## config.mk

```make
export PLATFORM = sky130hd
export DESIGN_NAME = div_16bit
export DESIGN_NICKNAME = d
export VERILOG_FILES = /design/src/rtl/div_16bit_pkg.sv /design/src/rtl/sub_17bit.sv /design/src/rtl/div_16bit.sv
export SDC_FILE = /design/constraint.sdc
export NUM_CORES = 1
export LEC_CHECK = 0
export CAP_MARGIN = 25
export CORE_MARGIN = 3
export CORE_UTILIZATION = 33
export DETAILED_ROUTE_END_ITERATION = 10
export SLEW_MARGIN = 5
export SYNTH_ARGS = -nofsm -noshare
export SYNTH_HDL_FRONTEND = slang
export SYNTH_SLANG_ARGS = --single-unit
export TNS_END_PERCENT = 5
```

## constraint.sdc

```tcl
create_clock -name clk -period 7.36 [get_ports clk]
set_input_delay 1.472 -clock clk [delete_from_list [all_inputs] [get_ports clk]]
set_output_delay 1.472 -clock clk [all_outputs]
set_load 0.05 [all_outputs]
```

## src/rtl/div_16bit_pkg.sv

```systemverilog
// Shared definitions for the iterative divider: FSM state encoding and
// the width of the iteration counter.
package div_16bit_pkg;

   typedef enum logic [1:0] {
      IDLE,
      CALC,
      DONE
   } state_e;

   localparam int unsigned CNT_W = 4;

endpackage

```

## src/rtl/sub_17bit.sv

```systemverilog
// 17-bit trial subtractor: Diff = A - B formed as A + ~B + 1 with a
// parallel-prefix carry-lookahead network; Borrow is the inverted carry out.
module sub_17bit (
   input  logic [16:0] A,
   input  logic [16:0] B,
   output logic [16:0] Diff,
   output logic        Borrow
);

   localparam int unsigned N = 17;

   logic [N-1:0] bn, g, p, gg, pp, gs, ps, c;

   always_comb begin
      bn = ~B;
      p  = A ^ bn;
      g  = A & bn;
      // The +1 is folded in as a carry-in of 1 to bit 0.
      gg    = g;
      gg[0] = g[0] | p[0];
      pp    = p;
      gs    = '0;
      ps    = '0;
      for (int unsigned d = 1; d < N; d = d * 2) begin
         gs = gg;
         ps = pp;
         for (int unsigned i = d; i < N; i++) begin
            gg[i] = gs[i] | (ps[i] & gs[i-d]);
            pp[i] = ps[i] & ps[i-d];
         end
      end
      c      = {gg[N-2:0], 1'b1};
      Diff   = p ^ c;
      Borrow = ~gg[N-1];
   end

endmodule

```

## src/rtl/div_16bit.sv

```systemverilog
// Unsigned restoring divider: one quotient bit per cycle, MSB first, with a
// short-cut completion for a zero divisor.
module div_16bit
   import div_16bit_pkg::*;
#(
   parameter int unsigned WIDTH = 16
) (
   input  logic             clk,
   input  logic             rst,
   input  logic             start,
   input  logic [WIDTH-1:0] dividend,
   input  logic [WIDTH-1:0] divisor,
   output logic             busy,
   output logic             done,
   output logic [WIDTH-1:0] quotient,
   output logic [WIDTH-1:0] remainder,
   output logic             Error
);

   state_e           state_q, state_d;
   logic [CNT_W-1:0] cnt_q, cnt_d;
   logic [WIDTH-1:0] dvd_q, dvd_d;
   logic [WIDTH-1:0] dvs_q, dvs_d;
   logic [WIDTH-1:0] part_q, part_d;
   logic [WIDTH-1:0] quot_q, quot_d;
   logic [WIDTH-1:0] rem_q, rem_d;
   logic             err_q, err_d;

   logic [WIDTH:0]   shifted, diff;
   logic             borrow;
   logic [WIDTH-1:0] part_nxt;
   logic [WIDTH-1:0] quot_nxt;
   logic             unused_diff_msb;

   // dvd_q doubles as the quotient accumulator: dividend bits leave at the
   // top while quotient bits enter at the bottom.
   assign shifted         = {part_q, dvd_q[WIDTH-1]};
   assign part_nxt        = borrow ? shifted[WIDTH-1:0] : diff[WIDTH-1:0];
   assign quot_nxt        = {dvd_q[WIDTH-2:0], ~borrow};
   assign unused_diff_msb = diff[WIDTH];

   sub_17bit u_sub (
      .A      (shifted),
      .B      ({1'b0, dvs_q}),
      .Diff   (diff),
      .Borrow (borrow)
   );

   always_ff @(posedge clk or posedge rst) begin
      if (rst) begin
         state_q <= IDLE;
         cnt_q   <= '0;
         dvd_q   <= '0;
         dvs_q   <= '0;
         part_q  <= '0;
         quot_q  <= '0;
         rem_q   <= '0;
         err_q   <= 1'b0;
      end else begin
         state_q <= state_d;
         cnt_q   <= cnt_d;
         dvd_q   <= dvd_d;
         dvs_q   <= dvs_d;
         part_q  <= part_d;
         quot_q  <= quot_d;
         rem_q   <= rem_d;
         err_q   <= err_d;
      end
   end

   always_comb begin
      state_d = state_q;
      cnt_d   = cnt_q;
      dvd_d   = dvd_q;
      dvs_d   = dvs_q;
      part_d  = part_q;
      quot_d  = quot_q;
      rem_d   = rem_q;
      err_d   = err_q;
      unique case (state_q)
         IDLE, DONE: begin
            if (start) begin
               dvd_d   = dividend;
               dvs_d   = divisor;
               part_d  = '0;
               cnt_d   = '0;
               state_d = CALC;
            end else if (state_q == DONE) begin
               state_d = IDLE;
            end
         end
         CALC: begin
            if (dvs_q == '0) begin
               quot_d  = '1;
               rem_d   = dvd_q;
               err_d   = 1'b1;
               state_d = DONE;
            end else begin
               part_d = part_nxt;
               dvd_d  = quot_nxt;
               cnt_d  = cnt_q + CNT_W'(1);
               if (cnt_q == CNT_W'(WIDTH - 1)) begin
                  quot_d  = quot_nxt;
                  rem_d   = part_nxt;
                  err_d   = 1'b0;
                  state_d = DONE;
               end
            end
         end
         default: state_d = IDLE;
      endcase
   end

   assign busy      = (state_q == CALC);
   assign done      = (state_q == DONE);
   assign quotient  = quot_q;
   assign remainder = rem_q;
   assign Error     = err_q;

endmodule
```

## Word level (Yosys, flattened, before mapping)

Cells that the tools add are included.
W data, S select, Z words.

- Add/subtract/negate cells: 1
- Multiply operators: 0
- Div/mod/pow operators: 0
- Order comparisons: 0
- Equality and inequality tests: 7
- Shift-type cells: 0
- Mux-type cells: 21
- Bitwise gates (word level): 140
- Reductions and logical operators: 9

Operators by type and width:

| cell | count |
|---|---|
| $mux W16 | 9 |
| $and A1 B1 Y1 | 85 |
| $pmux W16 S2 | 2 |
| $or A1 B1 Y1 | 51 |
| $and A17 B17 Y17 | 1 |
| $not A16 Y17 | 1 |
| $xor A17 B17 Y17 | 1 |
| $logic_not A16 Y1 | 1 |
| $xor A16 B16 Y16 | 1 |
| $mux W2 | 4 |
| $mux W4 | 2 |
| $pmux W4 S2 | 1 |
| $reduce_and A2 Y1 | 3 |
| $add A4 B1 Y4 const B | 1 |
| $eq A4 B4 Y1 const B | 1 |
| $ne A2 B2 Y1 const B | 2 |
| $pmux W2 S2 | 1 |
| $reduce_bool A2 Y1 | 2 |
| $ne A3 B1 Y1 const B | 1 |
| $ne A3 B3 Y1 const B | 1 |
| $reduce_and A3 Y1 | 1 |
| $eq A2 B1 Y1 const B | 1 |
| $eq A2 B2 Y1 const B | 1 |
| $logic_not A2 Y1 | 1 |
| 2 further kinds | 3 |

- Flip-flop bits (word level): 87
- Bits in latches: 0
- Memory bits (writable): 0
- Memory bits (read-only): 0
- Input bits: 35
- Output and inout bits: 35
- Word-level logic and storage cells: 186
- Memories: 0

## Depth between registers and ports, before layout

- Depth in word-level cells: 14
- Mapped depth: 11
- Depth with buffers taken out: 11

## Cells and area by module

From an unflattened synthesis, not the netlist that was laid out.

- Cell total of the unflattened synthesis: 471
- Area, all modules: 4844.6 um2

Modules (own cells, without submodules):

| module | instances | cells an instance | area an instance (um2) | seq. area each (um2) |
|---|---|---|---|---|
| div_16bit | 1 | 325 | 3842.4 | 2177.1 |
| sub_17bit | 1 | 146 | 1002.2 | 0.0 |

## Worst setup path before layout

Ideal clock, no wire load.

- Path type: reg2out
- Start point: register state_q[1]
- End point: output port busy
- Arrival time: 1.253 ns
- Data required time: 5.888 ns
- Slack: 4.635 ns
- Cell stages (with the launch flop): 4
- Path buffers: 1
- Cell sequence: dfrtp_1 > nand2b_1 > inv_2 > buf_1

- Longest elaborated chain between the ends: 1

RTL lines:

| what | RTL line | source |
|---|---|---|
| from (decl) | div_16bit.sv:20 | `state_e state_q, state_d;` |
| from (signal assigned) | div_16bit.sv:60 | `state_q <= state_d;` |
| $eq A2 B1 Y1 | div_16bit.sv:114 | `assign busy = (state_q == CALC);` |
| to (decl) | div_16bit.sv:13 | `output logic busy,` |

No other way between the ends.

## Worst setup path after layout

Same ends and word-level chain as after synthesis.

==> results.txt <==
----------------------------------------------------
[Outcome]
  Outcome ... complete, no violations

[Clock network]
  Clock latency on the worst-skew pair ... 0.34 ns
  Clock H-tree levels ... 3
  Buffer cell driving the clock tree root ... sky130_fd_sc_hd__clkbuf_16
  Clock tree sinks ... 87
  Clock-pin transition on the worst setup and hold timing paths ... 0.07 ns
  Hold-fix buffer count after cts ... 0
  Clock tree from TritonCTS ... built
  Maximum buffer depth of the clock tree ... 2
  Post-CTS resize count ... 0
  Number of buffers inserted during clock tree synthesis ... 9
  Post-CTS Repair Setup Buffers ... 0

[Logic synthesis]
  Share of the synthesized area in compound gates (AO/OA/AOI/OAI) ... 19.1%
  Cell area after synthesis ... 4590 µm²
  Most area-hungry cell type in the Yosys netlist ... sky130_fd_sc_hd__dfrtp_1
  Fraction of synthesized area in multiplexers ... 2.40%
  Number of instances in the synthesized netlist ... 503
  Avg Cell Area, Syn ... 9.12 µm²
  Share of flip-flops with an asynchronous set or reset after synthesis ... 100%
  Share of Yosys cell area claimed by the top area cell type ... 47.5%
  Post-synth EDFFs ... 0
  Adder and majority cell fraction of the synthesized area ... 5.07%
  Post-synthesis share of cell area spent on and, or, nand and nor gates ... 18.9%
  Combinational family with the most area after synthesis ... compound AO/OA/AOI/OAI gates
  Cell types with the highest counts after synthesis ... sky130_fd_sc_hd__nand2_1, sky130_fd_sc_hd__dfrtp_1, sky130_fd_sc_hd__nor2_1
  Sequential-to-total area share from yosys stat ... 47.5%
  Count of distinct cell types in the synthesized netlist ... 59
  Xor and xnor fraction of the mapped netlist area ... 2.48%
  Cell with the most instances after synthesis ... sky130_fd_sc_hd__nand2_1
  Count of state elements after synthesis ... 87
  YS warnings ... 0
  Net Count, Synth ... 556
  Largest cells by area after synthesis ... sky130_fd_sc_hd__dfrtp_1, sky130_fd_sc_hd__nand2_1, sky130_fd_sc_hd__ha_1, sky130_fd_sc_hd__nand3_1, sky130_fd_sc_hd__a21oi_1
  Predominant post-synthesis flop cell ... sky130_fd_sc_hd__dfrtp_1

[Cells and area]
  Share of layout cells above drive strength 1 ... 6.53%
  Post-layout net count ... 615
  Synth-to-Final Area Change ... 24.9%
  Cell area after layout ... 5730 µm²
  Number of diodes ... 0
  Count of placed standard cells in the final layout, fillers left out ... 743
  Fill cell total of the finished layout ... 1324

[Die]
  Core Box Area ... 13400 µm²
  Number of standard-cell rows in the floorplan ... 42
  Width of the die ... 124 µm
  Vertical die dimension ... 124 µm
  I/O Pins ... 70
  Die ar. ... 15400 µm²
  Starting utilization of the core area ... 34.2%

[Global route]
  Pin count of the biggest net entering global routing ... 51
  Antenna violations before repair ... 0
  Via count of the first global-routing pass ... 3840
  Gr usage total ... 16.8%
  Global-route wire length before repair ... 20000 µm
  Overflow after GRT ... 0

[Setup path]
  Worst Setup End Kind ... primary output
  Critical path required time ... 5.89 ns
  Maximum fanout along the worst path ... 20
  Crit path launch type ... flip-flop
  Worst endpoint data arrival time ... 2.56 ns
  Worst Path Class, Setup ... reg2out

[Timing]
  Shortest clock period the worst path allows after layout ... 4.04 ns
  Clock tree skew after final layout ... 0.00781 ns
  Slew headroom ... 36.3%
  Setup violation total in the final timing report ... 0
  Achievable frequency ... 0.248 GHz
  RSZ-0062 raised after global routing ... false
  Pins over their slew limit ... 0
  Summed negative setup slack over all endpoints ... 0 ns
  Portion of the clock cycle consumed by the worst path in the final layout ... 54.8%
  Final hold violations ... 0
  Least-Margin Pin Slew ... 0.952 ns

[Route]
  Number of nets with antenna violations after detailed routing ... 0
  Total detailed-routing wirelength ... 12300 µm
  Total via count after detailed routing ... 3891
  DR pass1 iterations ... 7
  Vias per inst ... 5.24
  Post-detailed-route DRC marker count ... 0
  Iteration-0 DRC Markers ... 212
  Wirelength per Cell ... 16.6 µm

[Place]
  Standard cell area after detailed placement ... 5410 µm²
  RePlAce Congestion ... 0.811
  HPWL after DPL ... 9040 µm
  Placed Instances ... 725
  Port Buffers ... 69

[Run]
  Maximum capacitance violations ... 0

[Worst hold path]
  Hold WC Path Type ... reg2reg

----------------------------------------------------
==> flip-flops by register name, indices dropped and copies added, names as in the netlist <==
register	flops
Error	1
cnt_q	4
dvd_q	16
dvs_q	16
part_q	16
quotient	16
remainder	16
state_q	2
==> placed cells by master, fill, tap and decap left out, types with 2 or more instances in the layout <==
| cell type | n |
|---|---|
| sky130_fd_sc_hd__nand2_1 | 96 |
| sky130_fd_sc_hd__dfrtp_1 | 87 |
| sky130_fd_sc_hd__clkdlybuf4s50_1 | 69 |
| sky130_fd_sc_hd__nor2_1 | 34 |
| sky130_fd_sc_hd__nand3_1 | 31 |
| sky130_fd_sc_hd__a21oi_1 | 30 |
| sky130_fd_sc_hd__o21ai_0 | 29 |
| sky130_fd_sc_hd__inv_1 | 19 |
| sky130_fd_sc_hd__a31oi_1 | 17 |
| sky130_fd_sc_hd__ha_1 | 17 |
| sky130_fd_sc_hd__o22ai_1 | 14 |
| sky130_fd_sc_hd__mux2i_1 | 11 |
| sky130_fd_sc_hd__clkbuf_16 | 9 |
| sky130_fd_sc_hd__a21o_1 | 7 |
| sky130_fd_sc_hd__o21ai_1 | 7 |
| sky130_fd_sc_hd__xnor2_1 | 7 |
| sky130_fd_sc_hd__xor2_1 | 6 |
| sky130_fd_sc_hd__nand2b_1 | 5 |
| sky130_fd_sc_hd__o31ai_1 | 5 |
| sky130_fd_sc_hd__nor4_1 | 4 |
| sky130_fd_sc_hd__buf_4 | 4 |
| sky130_fd_sc_hd__a211oi_1 | 3 |
| sky130_fd_sc_hd__o21a_1 | 3 |
| sky130_fd_sc_hd__a22oi_1 | 3 |
| sky130_fd_sc_hd__inv_6 | 3 |
| sky130_fd_sc_hd__nand4_1 | 2 |
| sky130_fd_sc_hd__or2_2 | 2 |
| sky130_fd_sc_hd__o211ai_1 | 2 |
| sky130_fd_sc_hd__nor2b_1 | 2 |
| sky130_fd_sc_hd__or3_1 | 2 |
| sky130_fd_sc_hd__nand3b_1 | 2 |
| sky130_fd_sc_hd__a32oi_1 | 2 |
| sky130_fd_sc_hd__nor3_1 | 2 |
| sky130_fd_sc_hd__clkinv_2 | 2 |
==> per-stage QoR <==
step | setup slack [ns] | utilization (%) | hold slack (ns)
global route | 3.20 | 42.8 | 0.520
finish | 3.32 | 42.8 | 0.500
CTS | 3.31 | 42.7 | 0.497
detailed placement | 3.69 | 40.4 | 0.478
global placement | 3.72 | 40.2 | 0.463
floorplan | 3.64 | - | 0.465
==> layer usage <==
metal	track usage (%)	share of wire, %	vias up
met5	0	0	-
met4	7.26	2.2	0
met3	2.54	4.7	15
met2	25.9	47	86
met1	23.5	46	1897
li1	-	-	1893
==> area by class of cell <==
class | count | area (µm²) | area share, %
inverter | 21 | 80.1 | 1.40
clock inverter | 7 | 77.6 | 1.35
multi-input combinational | 369 | 2200 | 38.4
timing repair buffer | 74 | 748 | 13.1
sequential | 87 | 2180 | 38.0
tap | 176 | 220 | 3.84
clock buffer | 9 | 225 | 3.93
==> worst max-delay path: stages, from the launching register on <==
cell,delay [ns]
sky130_fd_sc_hd__dfrtp_1,0.37
sky130_fd_sc_hd__nand2b_1,0.49
sky130_fd_sc_hd__inv_2,0.45
sky130_fd_sc_hd__clkdlybuf4s50_1,0.90
==> cell families (layout without fill, tap and decap cells) <==
| family | count (synthesis) | after routing |
|---|---|---|
| AND/OR/NAND/NOR | 193 | 193 |
| AO/OA/AOI/OAI | 134 | 134 |
| flip-flops | 87 | 87 |
| buffers and inverters | 47 | 111 |
| adder cells (fa/ha/maj) | 18 | 18 |
| XOR/XNOR | 13 | 13 |
| multiplexers | 11 | 11 |
==> final timing paths <==
| path | startpoint | end | slack, ns | cells after the start |
|---|---|---|---|---|
| min in group asynchronous | rst | quotient[15] | 1.57 | 3 |
| worst max-delay path | state_q[1] | busy | 3.32 | 3 |
| worst max register to register | state_q[0] | dvd_q[2] | 3.98 | 6 |
| worst min register to register | Error | Error | 0.50 | 2 |
| max in group asynchronous | rst | dvs_q[0] | 5.18 | 4 |
| worst min-delay path | Error | Error | 0.50 | 2 |
Power is not shown: default switching activity piles up to over one toggle a cycle in this logic, so the estimate is an artifact.
